## src/rtl/if_stage.sv

```systemverilog
// Instruction fetch stage: one outstanding memory request feeding a 2-entry
// {PC, IR} buffer that decode drains; a redirect flushes and retargets fetch.
module if_stage #(
    parameter logic [31:0] RESET_PC = 32'h0000_0000,
    parameter logic [31:0] NOP_INST = 32'h0000_0013
) (
    input  logic        clk,
    input  logic        rst,
    input  logic        ex_take_branch,
    input  logic [31:0] ex_target_PC,
    input  logic        id_stall,
    output logic        proc2Imem_req,
    output logic [31:0] proc2Imem_addr,
    input  logic        Imem2proc_ready,
    input  logic        Imem2proc_valid,
    input  logic [31:0] Imem2proc_data,
    output logic        if_id_valid_inst,
    output logic [31:0] if_id_PC,
    output logic [31:0] if_id_NPC,
    output logic [31:0] if_id_IR
);

    logic [31:0] r_fetch_pc;
    logic [31:0] r_req_pc;
    logic [31:0] r_buf_pc [2];
    logic [31:0] r_buf_ir [2];
    logic        r_head;
    logic [1:0]  r_count;
    logic        r_outstanding;
    logic        r_drop;

    logic        w_pop;
    logic        w_push;
    logic        w_accept;
    logic        w_tail;
    logic [2:0]  w_occ_after_pop;
    logic [1:0]  w_unused_tgt;

    assign w_unused_tgt = ex_target_PC[1:0];

    assign if_id_valid_inst = (r_count != 2'd0);
    assign if_id_PC         = if_id_valid_inst ? r_buf_pc[r_head] : 32'h0000_0000;
    assign if_id_NPC        = if_id_PC + 32'd4;
    assign if_id_IR         = if_id_valid_inst ? r_buf_ir[r_head] : NOP_INST;

    assign w_pop  = if_id_valid_inst & ~id_stall;
    assign w_push = Imem2proc_valid & ~r_drop & ~ex_take_branch;
    assign w_tail = r_head ^ r_count[0];

    // Occupancy counts the in-flight request as already buffered, so a new
    // request is only issued when its response is guaranteed a free slot.
    assign w_occ_after_pop = {1'b0, r_count} + {2'b00, r_outstanding} - {2'b00, w_pop};
    assign proc2Imem_req   = rst & ~ex_take_branch & (~r_outstanding | Imem2proc_valid)
                           & (w_occ_after_pop < 3'd2);
    assign proc2Imem_addr  = r_fetch_pc;
    assign w_accept        = proc2Imem_req & Imem2proc_ready;

    always_ff @(posedge clk or negedge rst) begin
        if (!rst) begin
            r_fetch_pc    <= RESET_PC;
            r_req_pc      <= RESET_PC;
            r_head        <= 1'b0;
            r_count       <= 2'd0;
            r_outstanding <= 1'b0;
            r_drop        <= 1'b0;
        end else if (ex_take_branch) begin
            r_fetch_pc <= {ex_target_PC[31:2], 2'b00};
            r_head     <= 1'b0;
            r_count    <= 2'd0;
            // A request still in flight stays outstanding but its data is marked stale.
            if (Imem2proc_valid) begin
                r_outstanding <= 1'b0;
                r_drop        <= 1'b0;
            end else begin
                r_drop <= r_outstanding;
            end
        end else begin
            if (w_accept) begin
                r_fetch_pc <= r_fetch_pc + 32'd4;
                r_req_pc   <= r_fetch_pc;
            end
            if (Imem2proc_valid) begin
                r_outstanding <= w_accept;
                r_drop        <= 1'b0;
            end else if (w_accept) begin
                r_outstanding <= 1'b1;
            end
            case ({w_push, w_pop})
                2'b10:   r_count <= r_count + 2'd1;
                2'b01:   r_count <= r_count - 2'd1;
                default: r_count <= r_count;
            endcase
            if (w_pop) begin
                r_head <= ~r_head;
            end
        end
    end

    always_ff @(posedge clk) begin
        if (w_push) begin
            r_buf_pc[w_tail] <= r_req_pc;
            r_buf_ir[w_tail] <= Imem2proc_data;
        end
    end

    assert property (@(posedge clk) disable iff (!rst) !(w_push && (r_count == 2'd2)));

endmodule

```

## config.mk

```make
export PLATFORM = sky130hd
export DESIGN_NAME = if_stage
export DESIGN_NICKNAME = d
export VERILOG_FILES = /design/src/rtl/if_stage.sv
export SDC_FILE = /design/constraint.sdc
export NUM_CORES = 1
export LEC_CHECK = 0
export ABC_AREA = 1
export CAP_MARGIN = 20
export CORE_AREA = 2 2 180 182
export CTS_BUF_LIST = sky130_fd_sc_hd__clkbuf_8
export CTS_CLUSTER_DIAMETER = 60
export DETAILED_ROUTE_END_ITERATION = 16
export DIE_AREA = 0 0 182 184
export PLACE_DENSITY = 0.62
export SYNTH_ARGS = -nofsm -noshare
export SYNTH_HDL_FRONTEND = slang
export SYNTH_SLANG_ARGS = --single-unit
export TNS_END_PERCENT = 1
```

## constraint.sdc

```tcl
create_clock -name clk -period 10.2 [get_ports clk]
set_input_delay 2.04 -clock clk [delete_from_list [all_inputs] [get_ports clk]]
set_output_delay 2.04 -clock clk [all_outputs]
set_load 0.03 [all_outputs]
```

==> results of run 1 <==
-- report_power, final --
group,switching (W),total [W],leakage (nW),internal [W]
clock,0.000287,0.000469,0.193,0.000182
combinational,0.00105,0.00160,2.79,0.000550
sequential,0.000134,0.00118,1.95,0.00105
total,0.00147,0.00325,4.93,0.00178
-- kinds of logic after synthesis --
group	count (synthesis)	share of synthesized area
AND/OR/NAND/NOR	607	0.272
buffers and inverters	144	0.0690
adder cells (fa/ha/maj)	4	0.00618
XOR/XNOR	26	0.0245
AO/OA/AOI/OAI	91	0.0518
other	1	0.000403
multiplexers	1	0.00108
flip-flops	189	0.575
-- per-layer routing --
layer | vias to the layer above | global-route usage | wire (um)
met4 | 0 | 0.0410 | 367
li1 | 3779 | - | -
met5 | - | 0 | 0
met2 | 261 | 0.224 | 10800
met3 | 23 | 0.0258 | 1510
met1 | 3450 | 0.214 | 11700
-- registers in the layout (all words and copies together), names as in the netlist --
register / flops
proc2Imem_addr: 30
r_head: 1
r_outstanding: 1
r_buf_ir: 64
r_drop: 1
r_req_pc: 30
r_buf_pc: 60
r_count: 2
-- stage by stage --
| stage | total power [W] | utilization | hold slack (ps) | cell area (um2) |
|---|---|---|---|---|
| floorplan | 0.00217 | - | 442 | 9330 |
| global placement | 0.00278 | 0.368 | 451 | 11500 |
| detailed placement | 0.00281 | 0.368 | 463 | 11500 |
| CTS | 0.00328 | 0.380 | 487 | 11900 |
| global route | 0.00345 | 0.380 | 509 | 11900 |
| finish | 0.00325 | 0.380 | 492 | 11900 |
-- area by class of cell --
cell class | count | area (um2) | area share
Sequential cell | 189 | 5350 | 0.449
Multi-Input combinational cell | 735 | 3350 | 0.281
Timing Repair Buffer | 198 | 1960 | 0.164
Tap cell | 402 | 503 | 0.0422
Inverter | 100 | 378 | 0.0317
Clock buffer | 17 | 234 | 0.0196
Clock inverter | 15 | 146 | 0.0123
-- worst max-delay path: stages --
cell and delay [ps]:
clkdlybuf4s50_1 400, nor2_1 280, ha_1 290, or2_2 310
fa_1 490, nand3_1 70, nor2_1 160, clkdlybuf4s50_1 740
-- synth_stat cells (7+ instances only) --
library cell	count	area [um2]
buf_4	12	90.1
o21ai_0	44	220
nand3_1	80	400
xor2_1	22	193
o211ai_1	9	67.6
clkbuf_1	11	41.3
dfrtp_1	65	1630
nor2_1	77	289
nor2_2	12	75.1
buf_2	13	65.1
nor3_1	7	35.0
nand2_1	403	1510
inv_1	97	364
a21oi_1	35	175
edfxtp_1	124	3720
-- layout by cell type (no fill, tap or decap), types with 7 or more instances in the layout --
cell type,netlist,routed
edfxtp_1,124,124
nor2_2,12,12
nor3_1,7,7
xor2_1,22,22
clkbuf_8,0,17
dfrtp_1,65,64
nand2_2,6,7
o211ai_1,9,9
a21oi_1,35,35
nor2_1,77,75
inv_1,97,97
nand3_1,80,80
nand2_1,403,402
clkdlybuf4s50_1,0,190
o21ai_0,44,44
buf_4,12,7
-- worst paths after layout --
kind / from / endpoint / depth (start not counted)
setup reg to reg: r_count[1]$_DFFE_PN0P_ / proc2Imem_addr[23]$_DFFE_PN0P_ / 16
setup / recovery: id_stall / proc2Imem_req / 8
min in group asynchronous: rst / proc2Imem_addr[25]$_DFFE_PN0P_ / 2
hold / removal: r_req_pc[15]$_DFFE_PN0P_ / r_buf_pc[1][15]$_DFFE_PP_ / 0
max in group asynchronous: rst / r_head$_DFFE_PN0P_ / 2
hold reg to reg: r_req_pc[15]$_DFFE_PN0P_ / r_buf_pc[1][15]$_DFFE_PP_ / 0
==> impl_results.md, run 1 <==
- Clock skew: 15.4 ps
- Via/cell ratio: 4.54
- Power density over cell area: 272 nW/um2
- CTS root buffer: clkbuf_8
- Final setup margin: 3380 ps
- Worst min path class: reg -> reg
- Syn avg cell area: 8.76 um2
- GP Congestion: 0.884
- Outcome: finished, final reports clean
- Post-synth ARST share: 0.344
- GRT overflow: 0
- Ys flop type: edfxtp_1
- Clock latency on the worst-skew pair: 460 ps
- Reg clk slew, reported paths: 90 ps
- Die width: 182 um
- Number of synthesis warnings: 0
- Starting Density: 0.296
- # DRC: 0
- Leak: 4.93 nW
- Number of global-route vias before repair: 6942
- Maximum root-to-sink buffer count: 2
- Worst slew margin: 0.383
- Die area: 33500 um2
- Vias: 7513
- Placed Cells: 1624
- Unrepaired setup endpoints after global routing: no
- IO Count: 200
- Min Tclk post-route: 6820 ps
- Layout cells sized above 1: 0.0614
- Gr usage total: 0.147
- CP Capture Type: output port
- FMAX: 147 MHz
- Final setup fails: 0
- Wire per inst: 14.7 um
- Final hold viol count: 0
- Place WS: 3400 ps
- Global-route wire length before repair: 38.3 mm
- Max VDD drop: 0.105 mV
- Worst slew pin tran: 923 ps
- Post-synth cell types: 34
- Worst EP required: 8160 ps
- Synthesized netlist cell count: 1063
- Clock Sinks: 189
- Die H: 184 um
- Final period utilization: 0.668
- Dpl hpwl: 17.6 mm
- Synthesis-stage register bit count: 189
- Routed WL: 24.4 mm
- Initial antenna violation count: 0
- Row count: 65
- Router iterations before antenna repair: 5
- Register area share after synthesis: 0.575
- Post-CTS setup buffers: 0
- ANT cells: 0
- Crit Path Class: in -> out
- Core box area: 31400 um2
- Non-filler cells in the finished layout: 1656
- Post-CTS sizing: 0
- Syn-to-layout area delta: 28.1%
- Iter 0 DRT Violations: 485
- Crit path max fanout: 5
- Synthesized area: 9310 um2
- Final TNS setup: 0 ps
- Fillers: 3127
- Max-Cap Viols: 0
- Antenna viol nets, final: 0
- Largest net degree at the start of global routing: 69
- CTS Buf Count: 17
- Critical Path AT: 4780 ps
- IO buf count: 191
- Reg2reg setup slack: 5760 ps
- Post-CTS Hold Buffers: 0
- CTS tree: yes
- H-Tree Depth: 4
- # nets final: 1315
- Post-synth EDFFs: 124
- Crit start category: primary input
- Slew Viols, Final: 0
(Power assumes the default switching activity.)
==> run 2, diff against run 1 <==
==> constraint.sdc (replaced) <==
create_clock -name clk -period 6.48 [get_ports clk]
set_input_delay 1.296 -clock clk [delete_from_list [all_inputs] [get_ports clk]]
set_output_delay 1.296 -clock clk [all_outputs]
set_load 0.03 [all_outputs]
==> run 2 against run 1 <==
  * Count of clock-buffer cells in the layout unchanged
  * Global-route usage decreased by 0.11 points
  * Wire length is 0.14% higher
  * Critical endpoint unchanged
  * Core utilization is essentially flat
  * Total power grew 57%
  * Cell area hardly changed
  * Hold slack got worse by 8.9 ps
  * Sequential cell count stayed put
  * Register-to-register slack worse by 2900 ps
  * Highest routed layer unchanged
  * Sequential share of layout area about the same
  * Clock power is 55% higher
  * Critical path depth unchanged
==> impl_results.md, run 2 (synthesis gave the netlist of run 1 again) <==
- Slowest CP cell: clkdlybuf4s50_1
- GP Congestion: 0.873 (-1.2%)
- Worst slew pin tran: 979 ps (+56.0 ps)
- Outcome: finished, final reports clean
- Starting Density: 0.296 (unchanged)
- Layout cells sized above 1: 0.0614 (unchanged)
- GRT overflow: 0 (unchanged)
- Router iterations before antenna repair: 5 (unchanged)
- Syn-to-layout area delta: 28.1% (about the same)
- FMAX: 187 MHz
- CTS root buffer: clkbuf_8
- Worst min path class: reg -> reg
- Clock latency on the worst-skew pair: 470 ps (about the same)
- Max reg flops: 64 (unchanged)
- Post-CTS setup buffers: 0 (unchanged)
- Tot Pwr: 0.00510 W (+57%)
- Row count: 65 (unchanged)
- Power density over cell area: 428 nW/um2 (+57%)
- Die H: 184 um (unchanged)
- Gr usage total: 0.146 (-0.00109)
- Final setup fails: 0 (unchanged)
- Iter 0 DRT Violations: 547 (+13%)
- ANT cells: 0 (unchanged)
- Final setup margin: 1140 ps (-2240 ps)
- Max-Cap Viols: 0 (unchanged)
- Final TNS setup: 0 ps (unchanged)
- Routed WL: 24.4 mm (+0.14%)
- Core box area: 31400 um2 (unchanged)
- Largest net degree at the start of global routing: 61 (-12%)
- Vias: 7495 (-0.24%)
- Number of global-route vias before repair: 6952 (+0.14%)
- Dpl hpwl: 17.8 mm (+1.4%)
- CP max stage delay: 740 ps (about the same)
- IO buf count: 191 (unchanged)
- Worst hold start: r_req_pc[27]$_DFFE_PN0P_
- CP top delay family: buffers and inverters
- Global-route wire length before repair: 38.2 mm (-0.18%)
- Final period utilization: 0.824
- Antenna viol nets, final: 0 (unchanged)
- Cell area after layout: 11900 um2 (about the same)
- Clock Sinks: 189 (unchanged)
- Die width: 182 um (unchanged)
- Place WS: 1140 ps (-2260 ps)
- Maximum root-to-sink buffer count: 2 (unchanged)
- # nets final: 1316 (+0.076%)
- Most frequent cells in the layout: nand2_1, clkdlybuf4s50_1, edfxtp_1
- Min Tclk post-route: 5340 ps
- Reg2reg setup slack: 2890 ps (-2870 ps)
- FF-to-FF End: proc2Imem_addr[9]$_DFFE_PN0P_
- Endpoint of the worst hold path: r_buf_pc[0][27]$_DFFE_PP_
- Most common cell after layout, fill and taps aside: nand2_1
- Post-CTS sizing: 0 (unchanged)
- Largest registers: r_buf_ir: 64 flops, r_buf_pc: 60 flops
- Via/cell ratio: 4.53 (-0.24%)
- Unrepaired setup endpoints after global routing: no
- Storage element area: 5350 um2 (unchanged)
- Post-CTS Hold Buffers: 0 (unchanged)
- Wire per inst: 14.8 um (+0.14%)
- Max VDD drop: 0.150 mV (+42%)
- Area taken by multi-input logic gates: 3350 um2 (unchanged)
- Fillers: 3153 (+0.83%)
- Reg-to-Reg Start: r_count[1]$_DFFE_PN0P_
- Largest Register: r_buf_ir
- IO Count: 200 (unchanged)
- H-Tree Depth: 4 (unchanged)
- Crit path max fanout: 5 (unchanged)
- R2R cell count: 12 (-4)
- Crit Path Class: in -> out
- # DRC: 0 (unchanged)
- Fin Hold WS: 483 ps (-8.91 ps)
- Clock skew: 10.9 ps (-4.56 ps)
- CTS tree: yes
- Critical Path AT: 4040 ps (-740 ps)
- CP Capture Type: output port
- Reg clk slew, reported paths: 90 ps (about the same)
- Crit path buffers/inverters: 2 (unchanged)
- Hold Path Cell Cnt: 0 (unchanged)
- Final hold viol count: 0 (unchanged)
- Initial antenna violation count: 0 (unchanged)
- Die area: 33500 um2 (unchanged)
- DP Area: 11600 um2 (about the same)
- Crit start category: primary input
- Worst-path cell chain: clkdlybuf4s50_1 > nor2_1 > ha_1 > or2_2 > fa_1 > nand3_1 > nor2_1 > clkdlybuf4s50_1
- Leak: 4.93 nW (-0.12%)
- Slew Viols, Final: 0 (unchanged)
- Worst slew margin: 0.346 (-0.0374)
- CTS Buf Count: 17 (unchanged)
- Worst EP required: 5180 ps (-2980 ps)
==> run 2: cell count changes in the layout (fill, tap and decap cells not counted) <==
| cell | previous run | this run |
|---|---|---|
| buf_4 | 7 | 8 |
| clkinvlp_4 | 1 | 2 |
| inv_8 | 5 | 4 |
| inv_6 | 3 | 1 |
| clkinv_4 | 4 | 5 |
==> run 2: power by group <==
part / internal [W] / switching [W] / total [W]
clock network: 0.000279 / 0.000447 / 0.000726
logic: 0.000871 / 0.00162 / 0.00249
registers: 0.00165 / 0.000237 / 0.00188
==> run 2: metrics by stage <==
step	instances	util
floorplan	1068	-
global placement	1625	0.368
detailed placement	1625	0.368
CTS	1656	0.380
global route	1656	0.380
finish	1656	0.380
==> run 2: routing by layer <==
layer	track usage	routed length (um)	vias to the layer above
met1	0.210	12000	3459
met4	0.0432	375	0
li1	-	-	3775
met2	0.225	10900	237
met5	0	0	-
met3	0.0248	1210	24
==> run 2: how the worst max path moves through the flow <==
stage | startpoint | end | slack, ps | depth (start not counted)
global placement | id_stall | proc2Imem_req | 1160 | 8
detailed placement | id_stall | proc2Imem_req | 1140 | 8
global route | id_stall | proc2Imem_req | 1000 | 8
floorplan | Imem2proc_valid | r_buf_ir[0][0]$_DFFE_PP_ | 1840 | 4
CTS | id_stall | proc2Imem_req | 1130 | 8
finish | id_stall | proc2Imem_req | 1140 | 8
==> run 2: layout make-up <==
class | instances | area share
sequential | 189 | 0.449
multi-input combinational | 735 | 0.281
timing repair buffer | 199 | 0.165
tap | 402 | 0.0422
inverter | 100 | 0.0317
clock buffer | 17 | 0.0196
clock inverter | 14 | 0.0112
